**src/rtl/readback_buffer_pkg.sv**
```systemverilog
// Shared constants, injection FSM states and report-word helpers for the readback buffer.
// Pure declarations: no latency, no flow control.
package readback_buffer_pkg;

  localparam int RB_ADDR_W = 4;
  localparam int RB_DATA_W = 28;
  localparam int RB_WORD_W = 32;
  localparam logic [RB_ADDR_W-1:0] RB_REPORT_ADDR = 4'hF;

  typedef enum logic {
    ST_IDLE,
    ST_PENDING
  } inj_state_t;

  function automatic logic [15:0] sat_inc16(input logic [15:0] v);
    return (v == 16'hFFFF) ? v : v + 16'd1;
  endfunction

  // Synthetic lost-word report: channel F, delta in the low 16 payload bits.
  function automatic logic [RB_WORD_W-1:0] report_word(input logic [15:0] delta);
    return {RB_REPORT_ADDR, {(RB_DATA_W-16){1'b0}}, delta};
  endfunction

endpackage

```
**src/rtl/readback_buffer_if.sv**
```systemverilog
// Readback word handshake bundle: arbiter-side strobe/ready and SPI-side valid/ready.
// Wires only: no latency; in_rdy and out_rdy carry the backpressure.
interface readback_buffer_if;
  import readback_buffer_pkg::*;

  logic                 in_wr;
  logic [RB_WORD_W-1:0] in_data;
  logic                 in_rdy;
  logic                 out_wr;
  logic [RB_WORD_W-1:0] out_data;
  logic                 out_rdy;

  modport master (output in_wr, in_data, out_rdy, input in_rdy, out_wr, out_data);
  modport slave  (input in_wr, in_data, out_rdy, output in_rdy, out_wr, out_data);
endinterface

```
**src/rtl/fifo_sync.sv**
```systemverilog
// Generic synchronous FIFO with registered first-word-fall-through head; 1-cycle write-to-head latency.
// Writes ignored while full; head holds steady until rd while rd_vld; level counts head plus RAM words.
module fifo_sync #(
  parameter int DEPTH_LOG2 = 4,
  parameter int WIDTH      = 32
) (
  input  logic                  clk,
  input  logic                  rst,
  input  logic                  wr,
  input  logic [WIDTH-1:0]      wr_data,
  input  logic                  rd,
  output logic [WIDTH-1:0]      rd_data,
  output logic                  rd_vld,
  output logic                  full,
  output logic                  empty,
  output logic [DEPTH_LOG2:0]   level
);

  localparam int                    DEPTH   = 1 << DEPTH_LOG2;
  localparam logic [DEPTH_LOG2:0]   LVL_MAX = (DEPTH_LOG2+1)'(DEPTH);
  localparam logic [DEPTH_LOG2:0]   LVL_ONE = 1;
  localparam logic [DEPTH_LOG2-1:0] PTR_ONE = 1;

  logic [WIDTH-1:0]      mem [DEPTH];
  logic [DEPTH_LOG2-1:0] wr_ptr;
  logic [DEPTH_LOG2-1:0] rd_ptr;
  logic [DEPTH_LOG2:0]   ram_cnt;
  logic                  push;
  logic                  pop;
  logic                  load;

  assign full    = (level == LVL_MAX);
  assign empty   = (level == '0);
  assign push    = wr & ~full;
  assign pop     = rd & rd_vld;
  assign ram_cnt = level - (rd_vld ? LVL_ONE : '0);
  // Refill the head whenever it is free or being consumed; words written this edge wait one cycle.
  assign load    = (ram_cnt != '0) & (~rd_vld | pop);

  always_ff @(posedge clk) begin
    if (push) mem[wr_ptr] <= wr_data;
  end

  always_ff @(posedge clk or posedge rst) begin
    if (rst) begin
      wr_ptr  <= '0;
      rd_ptr  <= '0;
      rd_data <= '0;
      rd_vld  <= 1'b0;
      level   <= '0;
    end else begin
      if (push) wr_ptr <= wr_ptr + PTR_ONE;
      if (load) begin
        rd_data <= mem[rd_ptr];
        rd_ptr  <= rd_ptr + PTR_ONE;
        rd_vld  <= 1'b1;
      end else if (pop) begin
        rd_vld  <= 1'b0;
      end
      if (push & ~pop)      level <= level + LVL_ONE;
      else if (~push & pop) level <= level - LVL_ONE;
    end
  end

endmodule

```
**src/rtl/readback_buffer.sv**
```systemverilog
// Buffers arbiter readback words for the SPI drain, counts overflow drops and injects a channel-F delta report.
// Head appears one cycle after a push to empty; in_rdy low when full, excess words dropped and counted.
module readback_buffer
  import readback_buffer_pkg::*;
#(
  parameter int DEPTH_LOG2   = 4,
  parameter int URGENT_LEVEL = 12
) (
  input  logic                clk,
  input  logic                rst,
  readback_buffer_if.slave    bus,
  output logic [DEPTH_LOG2:0] level,
  output logic                urgent,
  output logic [15:0]         drop_cnt
);

  localparam logic [DEPTH_LOG2:0] URGENT_L = (DEPTH_LOG2+1)'(URGENT_LEVEL);
  localparam logic [DEPTH_LOG2:0] LVL_ONE  = 1;

  inj_state_t           state;
  logic [15:0]          delta_cnt;
  logic                 full;
  logic                 empty;
  logic                 fifo_vld;
  logic                 fifo_rd;
  logic                 fifo_wr;
  logic [RB_WORD_W-1:0] fifo_wdata;
  logic                 drop;
  logic                 push_real;
  logic                 inject;
  logic                 pop;
  logic [DEPTH_LOG2:0]  level_nxt;

  // full is registered state, so a same-cycle pop never rescues a push into a full FIFO.
  assign drop       = bus.in_wr & full;
  assign push_real  = bus.in_wr & ~full;
  assign inject     = (state == ST_PENDING) & ~full & ~bus.in_wr;
  assign fifo_wr    = push_real | inject;
  assign fifo_wdata = inject ? report_word(delta_cnt) : bus.in_data;
  assign fifo_rd    = bus.out_rdy & ~empty;
  assign pop        = fifo_rd & fifo_vld;

  assign bus.in_rdy = ~full;
  assign bus.out_wr = fifo_vld;

  always_comb begin
    level_nxt = level;
    if (fifo_wr & ~pop)      level_nxt = level + LVL_ONE;
    else if (~fifo_wr & pop) level_nxt = level - LVL_ONE;
  end

  fifo_sync #(
    .DEPTH_LOG2 (DEPTH_LOG2),
    .WIDTH      (RB_WORD_W)
  ) u_fifo (
    .clk     (clk),
    .rst     (rst),
    .wr      (fifo_wr),
    .wr_data (fifo_wdata),
    .rd      (fifo_rd),
    .rd_data (bus.out_data),
    .rd_vld  (fifo_vld),
    .full    (full),
    .empty   (empty),
    .level   (level)
  );

  always_ff @(posedge clk or posedge rst) begin
    if (rst) begin
      state     <= ST_IDLE;
      delta_cnt <= '0;
      drop_cnt  <= '0;
      urgent    <= 1'b0;
    end else begin
      urgent <= (level_nxt >= URGENT_L);
      case (state)
        ST_IDLE: begin
          if (drop) begin
            drop_cnt  <= sat_inc16(drop_cnt);
            delta_cnt <= sat_inc16(delta_cnt);
            state     <= ST_PENDING;
          end
        end
        ST_PENDING: begin
          if (drop) begin
            drop_cnt  <= sat_inc16(drop_cnt);
            delta_cnt <= sat_inc16(delta_cnt);
          end else if (inject) begin
            delta_cnt <= '0;
            state     <= ST_IDLE;
          end
        end
        default: state <= ST_IDLE;
      endcase
    end
  end

endmodule

```
**src/flat_wrapper.sv**
```systemverilog
// flat-port wrapper written by rule: the top's interface ports become plain ports
module readback_buffer_flat import readback_buffer_pkg::*;
#(
  parameter int DEPTH_LOG2   = 4,
  parameter int URGENT_LEVEL = 12
)
  (clk, rst, level, urgent, drop_cnt, bus_in_wr, bus_in_data, bus_out_rdy, bus_in_rdy, bus_out_wr, bus_out_data);
  readback_buffer_if bus_i ();
  input  logic clk;
  input  logic rst;
  output logic [DEPTH_LOG2:0] level;
  output logic urgent;
  output logic [15:0] drop_cnt;
  input wire logic [$bits(bus_i.in_wr)-1:0] bus_in_wr;
  input wire logic [$bits(bus_i.in_data)-1:0] bus_in_data;
  input wire logic [$bits(bus_i.out_rdy)-1:0] bus_out_rdy;
  output wire logic [$bits(bus_i.in_rdy)-1:0] bus_in_rdy;
  output wire logic [$bits(bus_i.out_wr)-1:0] bus_out_wr;
  output wire logic [$bits(bus_i.out_data)-1:0] bus_out_data;
  assign bus_i.in_wr = bus_in_wr;
  assign bus_i.in_data = bus_in_data;
  assign bus_i.out_rdy = bus_out_rdy;
  assign bus_in_rdy = bus_i.in_rdy;
  assign bus_out_wr = bus_i.out_wr;
  assign bus_out_data = bus_i.out_data;
  readback_buffer #(.DEPTH_LOG2(DEPTH_LOG2), .URGENT_LEVEL(URGENT_LEVEL)) u_core (.clk(clk), .rst(rst), .bus(bus_i), .level(level), .urgent(urgent), .drop_cnt(drop_cnt));
endmodule
```
**config.mk**
```make
export PLATFORM = sky130hd
export DESIGN_NAME = readback_buffer_flat
export DESIGN_NICKNAME = d
export VERILOG_FILES = /design/src/rtl/readback_buffer_pkg.sv /design/src/rtl/readback_buffer_if.sv /design/src/rtl/fifo_sync.sv /design/src/rtl/readback_buffer.sv /design/src/flat_wrapper.sv
export SDC_FILE = /design/constraint.sdc
export NUM_CORES = 1
export LEC_CHECK = 0
export CORE_UTILIZATION = 45
export CTS_CLUSTER_SIZE = 40
export DETAILED_ROUTE_END_ITERATION = 7
export PLACE_DENSITY = 0.68
export SYNTH_ARGS = -nofsm -noshare
export SYNTH_HDL_FRONTEND = slang
export SYNTH_SLANG_ARGS = --single-unit
```
**constraint.sdc**
```tcl
create_clock -name clk -period 5.2 [get_ports clk]
set_input_delay 0.78 -clock clk [delete_from_list [all_inputs] [get_ports clk]]
set_output_delay 0.78 -clock clk [all_outputs]
set_load 0.02 [all_outputs]
```
---- Yosys cells after proc, flatten, opt, wreduce, memory -nomap -nowiden ----
Memories as Yosys holds them, arrays and structs flattened. A register that Yosys moved wholly into a read port is not among the register bits.
Cells that the tools add are included.
operators by class
  add/sub/neg operators ................... 7
  multiply operators ...................... 0
  div/mod/pow operators ................... 0
  $lt $le $gt $ge ......................... 1
  equality and inequality tests ........... 5
  shift-type cells ........................ 0
  mux-type cells .......................... 21
  bitwise operators ....................... 23
  reduce and logical (&&, ||, !) cells .... 6
operator list
  cell                                                                      number
  16-bit 2-to-1 mux                                                         6
  16-bit by 1-bit adder with 16-bit output (second input constant)          2
  16-bit == test (second input constant)                                    2
  32-bit 2-to-1 mux                                                         1
  16-bit case mux with 2 select lines                                       1
  5-bit 2-to-1 mux                                                          4
  1-bit AND                                                                 12
  1-bit inverter                                                            9
  4-bit by 1-bit adder with 4-bit output (second input constant)            2
  1-bit 2-to-1 mux                                                          8
  5-bit by 1-bit adder with 5-bit output (second input constant)            1
  5-bit == test (second input constant)                                     1
  5-bit by 4-bit >= comparator with 1-bit output (second input constant)    1
  5-bit zero test                                                           1
  5-bit nonzero test                                                        1
  5-bit by 1-bit subtractor with 5-bit output                               1
  5-bit by 1-bit subtractor with 5-bit output (second input constant)       1
  2-bit AND reduction                                                       2
  2-bit nonzero test                                                        2
  3-bit inequality test (second input constant)                             1
  2-bit by 1-bit inequality test with 1-bit output (second input constant)  1
  1-bit OR                                                                  2
  1-bit case mux with 2 select lines                                        1
word-level totals
  flip-flop bits (word level) ............. 48
  latch bits .............................. 0
  bits in writable memories ............... 512
  bits in read-only memories .............. 0
  bits of input ports ..................... 36
  output and inout port bits .............. 56
  word-level logic and storage cells ...... 72
  memories kept ........................... 1
memories
  name               words  bits a word  read ports  clocked after memory_dff  wr ports  line             text
  u_core.u_fifo.mem  16     32           1           1                         1         fifo_sync.sv:24  logic [WIDTH-1:0] mem [DEPTH];

---- Depth between registers and ports, before layout ----
Gate-level depths: netlist (run 1).
  word-level depth ........................ 10
  depth in mapped cells ................... 9
  mapped depth without buffers ............ 9

---- Hierarchy ----
A second synthesis (run 1) with hierarchy kept.
second synthesis, totals
  cell total of the unflattened synthesis .. 1242
  area total of the unflattened synthesis .. 23641.4 µm²
by module, submodules not included
  module           instances  cells an instance  area an instance (µm²)  seq. area each (µm²)
  fifo_sync        1          983                21495.6                 16525.8
  readback_buffer  1          259                2145.8                  850.8

---- Least setup slack after synthesis (run 1) ----
Ideal clock, no wire load.
  path type ............................... register -> register
  from .................................... reg u_core.u_fifo.level[0]
  to ...................................... mem u_core.u_fifo.mem[3][0] (enable)
  setup time .............................. 0.461 ns
  data arrival time ....................... 3.916 ns
  data required time ...................... 4.739 ns
  path slack .............................. 0.823 ns
  stages on the path, launching flop included .. 7
  buffers on the path ..................... 0
  clock period less this slack ............ 4.377 ns
  cells stage by stage .................... dfrtp_1 > inv_1 > ha_1 > and4bb_2 > nor2_1 > nand2_1 > nor3_1
on the way
  cells in the longest elaborated chain, start to end .. 8
  elaborated cells on any way between the ends .. 9
  those cells by class .................... eq/ne (1); mux (2); bitwise (6)
ends and longest elaborated chain
  item                                        line                                                           text
  start, declared                             fifo_sync.sv:16                                                output logic [DEPTH_LOG2:0] level
  start signal, assigned                      fifo_sync.sv:60                                                if (push & ~pop) level <= level + LVL_ONE;
  start signal, assigned                      fifo_sync.sv:61                                                else if (~push & pop) level <= level - LVL_ONE;
  5-bit == test (*)                           fifo_sync.sv:32                                                assign full = (level == LVL_MAX);
  1-bit inverter (*)                          fifo_sync.sv:34, readback_buffer.sv:36, readback_buffer.sv:37
  1-bit AND (2 in series)                     readback_buffer.sv:37                                          assign inject = (state == ST_PENDING) & ~full & ~bus.in_wr;
  1-bit OR                                    readback_buffer.sv:38                                          assign fifo_wr = push_real | inject;
  1-bit AND (*)                               fifo_sync.sv:34                                                assign push = wr & ~full;
  via u_core.u_fifo.push                      fifo_sync.sv:28                                                logic push;
  1-bit 2-to-1 mux (*)                        fifo_sync.sv:41                                                if (push) mem[wr_ptr] <= wr_data;
  1-bit 2-to-1 mux (not written as such) (*)  fifo_sync.sv:41
  end, declared                               fifo_sync.sv:24
Mark *: on every way through the listed nets, which the timed path passes. The rest lies on a longest branch.

---- Worst setup path after layout (run 1) ----
  from .................................... reg u_core.u_fifo.level[0]
  to ...................................... mem u_core.u_fifo.mem[12][30] (enable)
Same word-level chain as after synthesis.

==> results list, run 1 <==
* Buffer cell driving the clock tree root: sky130_fd_sc_hd__clkbuf_16
- Critical path cell sequence: inv_1, ha_1, and4bb_2, nor2_1, nand2_1, nor2_4
* Hold Path Depth: 1
- Setup repair after global routing left no endpoint under its margin.
* GP Congestion: 0.750
* Final critical-path required period: 3.49 ns
- The sequential cells in the finished layout cover a total of 17,400 µm².
* Number of nets with antenna violations after detailed routing: 0
* Gr ovfl total: 0
- In the final layout, the multi-input gates occupy 6060 µm².
- By area the synthesized netlist is led by sky130_fd_sc_hd__edfxtp_1 (65%), sky130_fd_sc_hd__mux4_2 (12%), sky130_fd_sc_hd__dfrtp_1 (8.4%).
- By instance count, the leading cell after synthesis is sky130_fd_sc_hd__edfxtp_1.
- The total count of max-transition violations in the final report came to 0.
- Mapped Area: 23,700 µm²
- In the synthesized netlist the dominant register cell turns out to be sky130_fd_sc_hd__edfxtp_1.
- Together, buffers and inverters on the worst path number 1.
- During I/O placement, the number of pins put on the boundary was 92.
- In this run the core area contains 83 standard-cell rows.
- Measured against its own limit, the worst slew margin works out to 23.7%.
- In this run the worst path has a maximum fanout of 32.
* Overall die height: 231 µm
- Yosys warns: 0
- Of the post-synthesis cell area, the dominant cell type holds 64.9%.
* Total power: 14.9 mW
- Count of placed standard cells in the final layout, fillers left out: 2,051
- Synthesis produced a netlist whose cell count is 1,203.
- Counting flops and latches in the post-synthesis netlist gives 592.
* P per Cell Area: 544 nW/µm²
- Register area share after synthesis: 73.3%
- Setup total negative slack: 0 ns
- After the first detailed-routing iteration, the DRC count stood at 1,020.
- For this run, design rule violations remaining after detail routing come to 0.
- Reg clk slew, reported paths: 0.07 ns
* Maximum number of pins on one net before global-route repair: 72
* Count of hold-fix buffers inserted at cts: 0
- In the final routed layout, each cell accounts on average for 24.5 µm.
* Maximum level of the CTS H-tree: 2
- The number of nets in the synthesized netlist is 1,250.
* Hold violation total from the final report: 0
- Post-CTS timing repair inserted 0 buffers for setup.
- On the worst path, the slowest cell contributes a delay of 0.91 ns.
- In this run the critical register-to-register path is captured at u_core.u_fifo.mem[12][30]$_DFFE_PP_.
- Data on the critical path arrives at its endpoint at 3.71 ns.
- The flow ran to the end, and the final reports show no timing, DRC or antenna violations.
- Worst hold path startpoint: u_core.drop_cnt[5]$_DFFE_PP0P_
- Master of the slowest instance on the critical path: sky130_fd_sc_hd__nor2_4
- The final layout contains 1,372 nets.
* All-Layer GR Usage: 19.2%
- Die Outline Area: 53,600 µm²
* I/O Buffers: 91
- Layout-stage area growth over the synthesis result: 15.7%
* Met2 usage in global routing: 29.9%
* Layout cell share with drive strength beyond 1: 22.2%
- Ranked by instance count, the synthesized netlist is headed by sky130_fd_sc_hd__edfxtp_1 (512), sky130_fd_sc_hd__mux4_2 (128), sky130_fd_sc_hd__mux2i_1 (108).
- The initial antenna violation count was 0.
* Routed wire length: 50,300 µm
* Inserted Clock Buffers: 59
- Of all flip-flops after synthesis, the portion carrying an async set or reset was 13.5%.
- Detailed routing inserted a total of 11,600 vias.
- Post-CTS repair changed the size of 0 cells.
* Number of enable-type register cells in the synthesized netlist: 512
- Setup violations remaining at the end of the flow were counted as 0.
- For the worst-skew pair, the clock arrives at the later sink with an insertion delay of 0.61 ns.
- Via count of the first global-routing pass: 11,800
- Vias per std cell: 5.67
- Critical path class: flip-flop to flip-flop
- Worst flop-to-flop path startpoint: u_core.u_fifo.level[0]$_DFFE_PP0P_
- Leakage: 9.26 nW
- Clock Skews: 0.0199 ns
- HPWL after detailed placement: 30,300 µm
- Worst Hold End: u_core.drop_cnt[5]$_DFFE_PP0P_
* Setup slack, reg-to-reg: 1.71 ns
- The layer flagged by global routing as most heavily used is met2.
* Placed Instances: 1,944
- Worst Setup End Kind: flip-flop
- For this run, global-route usage on met3 was measured as 3.89%.
- TritonCTS clock tree: done
* Inserted Diodes: 0
- The netlist uses 54 different library cells.
* First-pass GRT wire length: 75,800 µm
- For the worst setup path, the data required time is 5.41 ns.
* Crit-path leading delay family: simple AND/OR/NAND/NOR gates
* Tcrit/Tclk final: 67.2%
* Core area: 51,600 µm²
* Initial core utilization: 45.9%
- Maximum operating frequency: 286 MHz
* Syn Area/Cell: 19.7 µm²
* Width of the chip: 231 µm
* Hold WC Path Type: flip-flop to flip-flop
- Across the run, the number of max-cap violations was 0.
- The worst setup path is launched from a flip-flop.
- In this run the number of cells on the critical path is 6.
- The number of cells on the worst reg-to-reg path is 6.
- FILL cells: 3,914
* Max Root-Sink Buffers: 3
- The worst-case IR drop observed on VDD is 0.000288 V.
- At the pin with the least slew margin, the transition time is 1.14 ns.
- The biggest area contributor in the post-synthesis netlist is sky130_fd_sc_hd__edfxtp_1.
* Drt pass-1 iters: 7
- Number of clock sinks: 592
* GR Layer Usage met1: 28.2%
==> where the power goes <==
group	switching, mW	total, mW	leakage [nW]	internal [mW]
sequential	0.518	6.41	5.62	5.89
combinational	2.23	4.29	2.71	2.06
clock	1.75	4.22	0.936	2.47
==> how the worst max path moves through the flow <==
stage                                        from                                  end  slack [ns]
4_1_cts        u_core.u_fifo.level[0]$_DFFE_PP0P_    u_core.u_fifo.mem[9][2]$_DFFE_PP_        1.64
2_1_floorplan  u_core.u_fifo.level[0]$_DFFE_PP0P_    u_core.u_fifo.mem[3][0]$_DFFE_PP_        0.82
6_report       u_core.u_fifo.level[0]$_DFFE_PP0P_  u_core.u_fifo.mem[12][30]$_DFFE_PP_        1.71
5_1_grt        u_core.u_fifo.level[0]$_DFFE_PP0P_    u_core.u_fifo.mem[9][2]$_DFFE_PP_        1.44
3_3_place_gp                            bus_in_wr   u_core.u_fifo.mem[6][29]$_DFFE_PP_        1.30
3_5_place_dp                            bus_in_wr    u_core.u_fifo.mem[9][5]$_DFFE_PP_        1.24
==> cell usage in the layout, fill, tap and decap left out, types with 6 or more instances in the layout <==
cell type and count:
sky130_fd_sc_hd__nor3_2 6, sky130_fd_sc_hd__bufinv_16 8, sky130_fd_sc_hd__and2_1 13, sky130_fd_sc_hd__a21oi_1 6, sky130_fd_sc_hd__clkbuf_1 11, sky130_fd_sc_hd__xnor2_1 14, sky130_fd_sc_hd__mux4_2 128, sky130_fd_sc_hd__buf_4 27
sky130_fd_sc_hd__xor2_1 11, sky130_fd_sc_hd__mux2_2 32, sky130_fd_sc_hd__ha_1 11, sky130_fd_sc_hd__edfxtp_1 512, sky130_fd_sc_hd__nand4_1 14, sky130_fd_sc_hd__nor3_1 9, sky130_fd_sc_hd__mux2i_1 108, sky130_fd_sc_hd__inv_1 11
sky130_fd_sc_hd__nand2_1 76, sky130_fd_sc_hd__nor2_1 18, sky130_fd_sc_hd__clkdlybuf4s50_1 91, sky130_fd_sc_hd__clkbuf_16 59, sky130_fd_sc_hd__nor2_4 12, sky130_fd_sc_hd__clkinv_2 10, sky130_fd_sc_hd__nand3_1 12, sky130_fd_sc_hd__dfrtp_1 76
sky130_fd_sc_hd__clkinv_1 11, sky130_fd_sc_hd__nand2b_1 8
==> per-stage QoR <==
stage	worst slack (ns)	instance area [µm²]	hold WS, ns	utilization, %
after floorplan	0.823	23700	0.492	-
after global placement	1.30	25500	0.487	49.4
after detailed placement	1.24	25500	0.491	49.4
after CTS	1.64	27400	0.502	53.1
after global routing	1.44	27400	0.516	53.1
final	1.71	27400	0.501	53.1
==> cell families after synthesis <==
kind of cell | count (synthesis) | synth area share, %
compound gates | 33 | 0.945
simple gates | 199 | 4.24
buf+inv | 72 | 1.58
xor+xnor | 25 | 0.924
flops | 592 | 73.3
fa+ha+maj | 11 | 0.581
mux | 271 | 18.4
==> area by class of cell <==
| type | instances | area share, % |
|---|---|---|
| Multi-Input combinational cell | 539 | 22.1 |
| Clock buffer | 70 | 5.54 |
| Tap cell | 680 | 3.10 |
| Timing Repair Buffer | 120 | 4.21 |
| Sequential cell | 592 | 63.4 |
| Clock inverter | 37 | 1.46 |
| Inverter | 13 | 0.187 |
==> registers in the layout (all words and copies together) (netlist names), 4 cells and up <==
name                   cells
u_core.u_fifo.wr_ptr       4
u_core.u_fifo.mem        512
u_core.u_fifo.rd_ptr       4
u_core.drop_cnt           16
u_core.u_fifo.level        5
u_core.delta_cnt          16
u_core.u_fifo.rd_data     32
==> per-layer routing <==
metal / share of wire, % / wire, µm / vias up
met5: 0 / 0 / -
met4: 1.2 / 611 / 0
met3: 6.3 / 3180 / 44
met2: 48 / 23900 / 391
met1: 45 / 22600 / 6114
li1: - / - / 5088
(Power assumes the default switching activity.)
==> run 2: changes to the inputs <==
--- a/config.mk
+++ b/config.mk
@@ -8,7 +8,7 @@
 export CORE_UTILIZATION = 45
 export CTS_CLUSTER_SIZE = 40
 export DETAILED_ROUTE_END_ITERATION = 7
-export PLACE_DENSITY = 0.68
+export PLACE_DENSITY = 0.7
 export SYNTH_ARGS = -nofsm -noshare
 export SYNTH_HDL_FRONTEND = slang
 export SYNTH_SLANG_ARGS = --single-unit
==> constraint.sdc (replaced) <==
create_clock -name clk -period 3.2 [get_ports clk]
set_input_delay 0.48 -clock clk [delete_from_list [all_inputs] [get_ports clk]]
set_output_delay 0.48 -clock clk [all_outputs]
set_load 0.02 [all_outputs]
==> run 2 against run 1 <==
Flip-flop and latch count unchanged. Die area unchanged. Sequential power increased by 59%. Combinational power increased by 66%. Clock skew increased by 0.0016 ns. Wire length decreased by 3.4%. Core utilization increased by 0.42 points. Setup slack got worse by 1.5 ns. Non-clock buffer count increased by 9. Worst hold slack got worse by 0.22 ns.
==> results list, run 2 (synthesized netlist as in run 1, its figures left out) <==
- Outcome: finished, final reports clean
- Maximum number of pins on one net before global-route repair: 68 (-5.6%)
* FILL cells: 3,914 (unchanged)
* Clock Skews: 0.0214 ns (+0.00156 ns)
- The die span in x came to 231 µm (unchanged).
- The share of cells above drive strength 1 came to 22.0% (-0.27 points).
* Tcrit/Tclk final: 94.5%
- Via count of the first global-routing pass: 12,400 (+5.1%)
- The number of endpoints with negative hold slack in the final report was 0 (unchanged).
- Die Outline Area: 53,600 µm² (unchanged)
- Worst Setup End Kind: primary output
- The met2 routing resource usage after global routing came to 31.5% (+1.6 points).
* Critical R2R Capture: u_core.u_fifo.mem[12][24]$_DFFE_PP_
- The tree is rooted in a sky130_fd_sc_hd__clkbuf_16.
- The slowest stage of the critical path is the sky130_fd_sc_hd__clkdlybuf4s50_1 cell.
* Data required time of the worst path: 2.72 ns (-2.69 ns)
* Worst-case vdd ir drop: 0.000883 V (+210%)
- Stage delay of the slowest cell on the critical path: 0.65 ns (-0.26 ns)
- Leakage: 9.31 nW (+0.57%)
- The number of placement rows came to 83 (unchanged).
- Critical path class: flip-flop to primary output
- GP Congestion: 0.818 (+9.1%)
- The post-route worst setup slack came to 0.176 ns (-1.53 ns).
* Drc violations: 0 (unchanged)
- Nets: 1,380 (+0.58%)
- Setup slack, reg-to-reg: 0.34 ns (-1.37 ns)
- Post-CTS Repair Setup Buffers: 0 (unchanged)
- Tracing the worst setup path back leads to its startpoint at u_core.u_fifo.level[0]$_DFFE_PP0P_.
* Initial core utilization: 45.9% (unchanged)
* Number of antenna violations at the first check in global routing: 0 (unchanged)
* Count of placed standard cells in the final layout, fillers left out: 2,063 (+0.59%)
* Max-slew headroom: 32.5% (+8.8 points)
* RSZ-0062 raised after global routing: false
- The total length of routed wires is 48,500 µm (-3.4%).
- TritonCTS built the clock tree.
- The largest registers in the layout are u_core.u_fifo.mem x512, u_core.u_fifo.rd_data x32.
- The placed cell area is 25,800 µm² (+1.2%).
- The total power density per cell area was 860 nW/µm² (+58%).
- Number of nets with antenna violations after detailed routing: 0 (unchanged)
- Compared with the post-synthesis result, the final layout area differs by 16.6%.
- Arrival time at the worst endpoint: 2.54 ns (-1.17 ns)
- The total of endpoints with negative setup slack in the final report is 0 (unchanged).
* Post-Route Utilization: 53.5% (+0.42 points)
* Maximum operating frequency: 331 MHz
* GR Layer Usage met1: 25.1% (-3.2 points)
- Reg clk slew, reported paths: 0.06 ns (about the same)
- The signal on the critical path passes through inv_1, ha_1, and4bb_2, inv_2, clkdlybuf4s50_1.
* Final instance area: 27,600 µm² (+0.79%)
- Worst slack after detailed placement: 0.0750 ns (-1.17 ns)
- The total routing resource utilization after global routing is 18.7% (-0.52 points).
* Worst-Skew Late Latency: 0.62 ns (about the same)
* Core area: 51,600 µm² (unchanged)
* Vias per std cell: 5.63 (-0.76%)
- The die boundary height is 231 µm (unchanged).
* First-pass GRT wire length: 74,900 µm (-1.2%)
- Most Used Layer, Global Route: met2
- Drt pass-1 iters: 5 (-2)
* Biggest register: u_core.u_fifo.mem
- Worst flop-to-flop path startpoint: u_core.u_fifo.level[0]$_DFFE_PP0P_
- In the layout the commonest cells are sky130_fd_sc_hd__edfxtp_1 (512), sky130_fd_sc_hd__mux4_2 (128), sky130_fd_sc_hd__mux2i_1 (108).
* Transition at the pin with the smallest max-transition slack: 1.01 ns (-0.122 ns)
* Vias post-DR: 11,600 (-0.18%)
* Wire per inst: 23.5 µm (-4.0%)
* Global routing usage on met3: 3.10% (-0.79 points)
* Gr ovfl total: 0 (unchanged)
* Inserted Diodes: 0 (unchanged)
* Hold WS: 0.280 ns (-0.220 ns)
* Most common cell after layout, fill and taps aside: sky130_fd_sc_hd__edfxtp_1
- Final count of pins violating max slew: 0 (unchanged)
- Number of top-level design ports: 92 (unchanged)
- The maximum count of clock buffers along a single path was 3 (unchanged).
* HPWL after detailed placement: 27,300 µm (-9.7%)
- The worst reg2reg path depth is 7 (+1).
- I/O Buffers: 91 (unchanged)
* Critical-path maximum fanout: 8 (-75%)
* Critical path startpoint category: flip-flop
- The cell count after placement came to 1,953 (+0.46%).
- Maximum level of the CTS H-tree: 2 (unchanged)
- The flip-flop count of the largest register, all copies and words added was 512 (unchanged).
- The total CTS buffers came to 58 (-1.7%).
- The DRC violation total after the first TritonRoute iteration is 1,059 (+3.8%).
- The clock period could shrink to 3.02 ns.
- In this run the worst hold path is classified as input pin to async pin.
- Max cap viols: 0 (unchanged)
* Number of clock sinks: 592 (unchanged)
run 2: report_power, final:
part | switching (mW) | internal [mW] | leakage [nW]
Combinational | 3.62 | 3.48 | 2.82
Sequential | 0.662 | 9.57 | 5.62
Clock | 2.83 | 3.59 | 0.872
run 2: cell type report:
class	count	area, µm²	share of cell area, %
clock buffers	78	1560	5.64
clock inverters	32	255	0.924
well taps	680	851	3.08
flip-flops and latches	592	17400	62.9
inverters	13	51.3	0.186
repair buffers	129	1450	5.23
multi-input cells	539	6080	22.0
run 2: stage by stage:
step,power [mW],setup TNS (ns)
finish,23.8,0
global route,24.8,0
CTS,24.0,0
detailed placement,17.6,0
global placement,17.5,0
floorplan,15.3,-101.53
run 2: worst max-delay path: cells and delay by family, from the launching register on:
kind / cells / cell delay, ns
adders and majority gates: 1 / 0.27
buffers and inverters: 3 / 0.91
DFF: 1 / 0.45
and+or+nand+nor: 1 / 0.29
run 2: what timing repair did:
action | 4_1_cts | 5_1_grt
resized for setup | 0 | 1
hold buffers | 0 | 0
setup endpoints to repair | 0 | 142
run 2: layer usage:
metal	wire, µm	vias up
li1	-	5105
met1	20600	6136
met2	24700	301
met3	2220	74
met4	993	0
met5	0	-
run 2: worst max-delay path by stage:
| stage | end | slack [ns] | cells after the start |
|---|---|---|---|
| 2_1_floorplan | u_core.u_fifo.mem[15][0]$_DFFE_PP_ | -0.32 | 6 |
| 3_3_place_gp | u_core.u_fifo.mem[12][29]$_DFFE_PP_ | 0.17 | 7 |
| 3_5_place_dp | u_core.u_fifo.mem[13][29]$_DFFE_PP_ | 0.07 | 7 |
| 4_1_cts | u_core.u_fifo.mem[12][26]$_DFFE_PP_ | 0.06 | 7 |
| 5_1_grt | bus_in_rdy | 0.07 | 5 |
| 6_report | bus_in_rdy | 0.18 | 5 |
==> run 3: changes to the inputs <==
--- a/config.mk
+++ b/config.mk
@@ -5,10 +5,12 @@
 export SDC_FILE = /design/constraint.sdc
 export NUM_CORES = 1
 export LEC_CHECK = 0
+export ABC_AREA = 1
 export CORE_UTILIZATION = 45
 export CTS_CLUSTER_SIZE = 40
 export DETAILED_ROUTE_END_ITERATION = 7
-export PLACE_DENSITY = 0.7
+export DONT_BUFFER_PORTS = 1
+export PLACE_DENSITY = 0.68
 export SYNTH_ARGS = -nofsm -noshare
 export SYNTH_HDL_FRONTEND = slang
 export SYNTH_SLANG_ARGS = --single-unit
==> run 3 against run 2 <==
Synthesized cell count up 92%. Wire length up 22%. Combinational power up 11%. Critical endpoint is now u_core.u_fifo.mem[2][16]$_DFFE_PP_. Largest power group unchanged.
==> results list, run 3 <==
- Worst hold path startpoint: bus_in_wr
* Biggest register: u_core.u_fifo.mem
- Synthesized netlist net count: 2,362 (+89%)
- The post-route cell area came to 27,900 µm² (+1.0%).
- The final period utilization is 90.6% (-3.9 points).
- Flip-flop count of the largest register, all copies and words added: 512 (unchanged)
- Syn Area/Cell: 10.8 µm² (-45%)
* Number of enable-type register cells in the synthesized netlist: 512 (unchanged)
- The CTS clock-pin slew for the worst setup and hold paths was 0.06 ns (about the same).
- The total vias in the final route is 16,600 (+43%).
* RSZ-0062 raised after global routing: false
- The maximum number of pins on one net before global-route repair was 108 (+59%).
- The total count of max-transition violations in the final report came to 0 (unchanged).
* Hold WC Path Type: input pin to flip-flop
* Cell count after synthesis: 2,315 (+92%)
- Ranked by total cell area, the synthesized netlist is headed by sky130_fd_sc_hd__edfxtp_1 (62%), sky130_fd_sc_hd__nand2_1 (14%), sky130_fd_sc_hd__dfrtp_1 (8.0%).
- The relative max-transition margin was 28.6% (-3.9 points).
- Width of the chip: 237 µm (+2.5%)
- The maximum clock frequency is 345 MHz (+4.3%).
* Vias per std cell: 5.43 (-3.6%)
- The DRC violation total after the first TritonRoute iteration is 1,481 (+40%).
- Placed cell areas: 26,000 µm² (+0.67%)
* Critical path class: flip-flop to flip-flop
* Routed wire length: 59,200 µm (+22%)
- The starting density of the core was 45.9% (about the same).
- Worst slack after detailed placement: 0.301 ns (+0.226 ns)
* List of most frequent post-synthesis cells: sky130_fd_sc_hd__nand2_1 (935), sky130_fd_sc_hd__edfxtp_1 (512), sky130_fd_sc_hd__nand3_1 (399)
- The count of distinct cell types in the synthesized netlist is 29 (-46%).
* Leakage: 10.8 nW (+16%)
* Nets: 2,360 (+71%)
* Data required time of the worst path: 3.46 ns (+0.74 ns)
- Hold violation total from the final report: 0 (unchanged)
- The total CTS buffers was 59 (+1.7%).
* Number of antenna violations at the first check in global routing: 2 (+2)
* Fraction of registers with async set/reset: 13.5% (unchanged)
- Fraction of synthesized cell area taken by the top area cell type: 61.7% (-3.2 points)
* Outcome: finished, final reports clean
* HPWL after detailed placement: 32,700 µm (+20%)
- The post-route worst setup slack came to 0.301 ns (+0.125 ns).
- Overall die height: 237 µm (+2.5%)
- The maximum count of clock buffers along a single path was 3 (unchanged).
* Core area: 54,200 µm² (+5.1%)
- The clock network latency to the later pin of the worst-skew pair was 0.62 ns (about the same).
* Die Outline Area: 56,300 µm² (+5.1%)
- The actual transition at the worst max-transition pin is 1.07 ns (+0.0542 ns).
- Mapped Area: 24,900 µm² (+5.2%)
- The remaining global-route overflow is 0 (unchanged).
* Launch point of the worst path: u_core.u_fifo.level[0]$_DFFE_PP0P_
* Maximum level of the CTS H-tree: 2 (unchanged)
- TritonCTS clock tree: done
- The count of buffers added by post-CTS timing repair for setup is 0 (unchanged).
* Layout-stage area growth over the synthesis result: 12.0%
* Total power: 25.3 mW (+6.7%)
- Most common cell after layout, fill and taps aside: sky130_fd_sc_hd__nand2_1
- Worst Setup End Kind: flip-flop
- Worst flop-to-flop path startpoint: u_core.u_fifo.level[0]$_DFFE_PP0P_
- The maximum vdd ir drop came to 0.000591 V (-33%).
- The residual antenna-violating net count after detailed routing is 0 (unchanged).
- The total power density per cell area was 908 nW/µm² (+5.6%).
- The largest total area in the synthesized netlist belongs to sky130_fd_sc_hd__edfxtp_1.
- The largest registers in the layout are u_core.u_fifo.mem x512, u_core.u_fifo.rd_data x32.
- Max cap viols: 0 (unchanged)
- The most used flip-flop cell after synthesis is sky130_fd_sc_hd__edfxtp_1.
- Library cell with the highest instance count after synthesis: sky130_fd_sc_hd__nand2_1
- Number of cell rows: 85 (+2.4%)
- Commonest cells after routing, fill and taps aside: sky130_fd_sc_hd__nand2_1 (935), sky130_fd_sc_hd__edfxtp_1 (512), sky130_fd_sc_hd__nand3_1 (399)
* Final-report setup violation count: 0 (unchanged)
* Post-Route Utilization: 51.5% (-2.1 points)
* Drc violations: 0 (unchanged)
- Critical-path maximum fanout: 16 (+8)
* Drt pass-1 iters: 5 (unchanged)
- Via count of the first global-routing pass: 16,500 (+33%)
- The wire length of the first global-routing pass is 92,400 µm (+23%).
* Critical path startpoint category: flip-flop
- Clock Skews: 0.0148 ns (-0.00657 ns)
- Arrival time at the worst endpoint: 3.16 ns (+0.62 ns)
* Buffer cell driving the clock tree root: sky130_fd_sc_hd__clkbuf_16
* Number of clock sinks: 592 (unchanged)
- Flip-flop and latch count after synthesis: 592 (unchanged)
- The count of synthesis-stage warnings from yosys came to 0 (unchanged).
- The detailed-route wire length per cell was 19.3 µm (-18%).
- Layout cell share with drive strength beyond 1: 8.16% (-14 points)
- The number of port buffers came to 0 (-100%).
- The I/O pin count was 92 (unchanged).
- The final weighted congestion in routability-driven placement is 0.867 (+6.0%).
- The total routing resource utilization after global routing was 21.3% (+2.6 points).
- The register area share after synthesis came to 69.7% (-3.6 points).
- Final critical-path required period: 2.90 ns (-0.125 ns)
-- run 3: path summary, 6_finish.rpt --
kind	endpoint	slack, ns	cells past startpoint
worst max-delay path	u_core.u_fifo.mem[2][16]$_DFFE_PP_	0.30	6
worst min-delay path	u_core.state$_DFF_PP0_	0.05	2
worst max register to register	u_core.u_fifo.mem[2][16]$_DFFE_PP_	0.30	6
worst min register to register	u_core.delta_cnt[14]$_DFFE_PP0P_	0.51	2
max in group asynchronous	u_core.u_fifo.rd_ptr[1]$_DFFE_PP0P_	2.12	3
min in group asynchronous	u_core.delta_cnt[4]$_DFFE_PP0P_	0.37	2
-- run 3: critical path, stage by stage, from the launching register on --
cell and delay, ns:
sky130_fd_sc_hd__dfrtp_1 0.50, sky130_fd_sc_hd__inv_1 0.15, sky130_fd_sc_hd__ha_1 0.29, sky130_fd_sc_hd__nand3_2 0.25, sky130_fd_sc_hd__nand2_2 0.13, sky130_fd_sc_hd__inv_1 0.28, sky130_fd_sc_hd__nor2_1 0.92
-- run 3: layer usage --
metal  global-route usage [%]  part of all wire, %  routed length (µm)
met1                     28.0                   43               25500
met4                     5.73                  1.9                1110
met5                        0                    0                   0
met2                     36.6                   49               29200
met3                     3.39                  5.7                3360
-- run 3: cell type report --
cell class / count / area, µm²
Fill cell: 4627 / 26300
Sequential cell: 592 / 17400
Multi-Input combinational cell: 1528 / 6790
Clock buffer: 81 / 1680
Tap cell: 696 / 871
Timing Repair Buffer: 58 / 678
Inverter: 74 / 287
Clock inverter: 31 / 224
Antenna cell: 2 / 5.00
-- run 3: what timing repair did --
| action | in CTS | in global routing |
|---|---|---|
| setup endpoints to repair | 0 | 0 |
| hold endpoints to repair | 35 | 0 |
| gates resized for setup | 0 | 0 |
| hold buffers | 2 | 0 |
-- run 3: logic make-up (layout without fill, tap and decap cells) --
family / after synthesis / in the layout / share of synthesized area [%]
xor+xnor: 31 / 31 / 1.09
compound gates: 61 / 61 / 1.24
fa+ha+maj: 11 / 11 / 0.552
flops: 592 / 592 / 69.7
other cells: 0 / 2 / 0
buf+inv: 195 / 244 / 3.51
simple gates: 1425 / 1425 / 23.9
-- run 3: power by group --
group	leakage (nW)	internal [mW]	total, mW	switching (mW)
combinational	4.26	2.34	7.91	5.57
sequential	5.63	9.61	10.7	1.12
clock	0.944	3.83	6.71	2.88
total	10.8	15.8	25.3	9.57
-- run 3: per-stage QoR --
stage / std cells / setup TNS [ns] / hold slack, ns
2_1_floorplan: 2315 / -33.81 / 0.471
3_3_place_gp: 2946 / 0 / 0.418
3_5_place_dp: 2946 / 0 / 0.420
4_1_cts: 3060 / 0 / 0.0261
5_1_grt: 3062 / 0 / 0.0469
6_report: 3062 / 0 / 0.0532
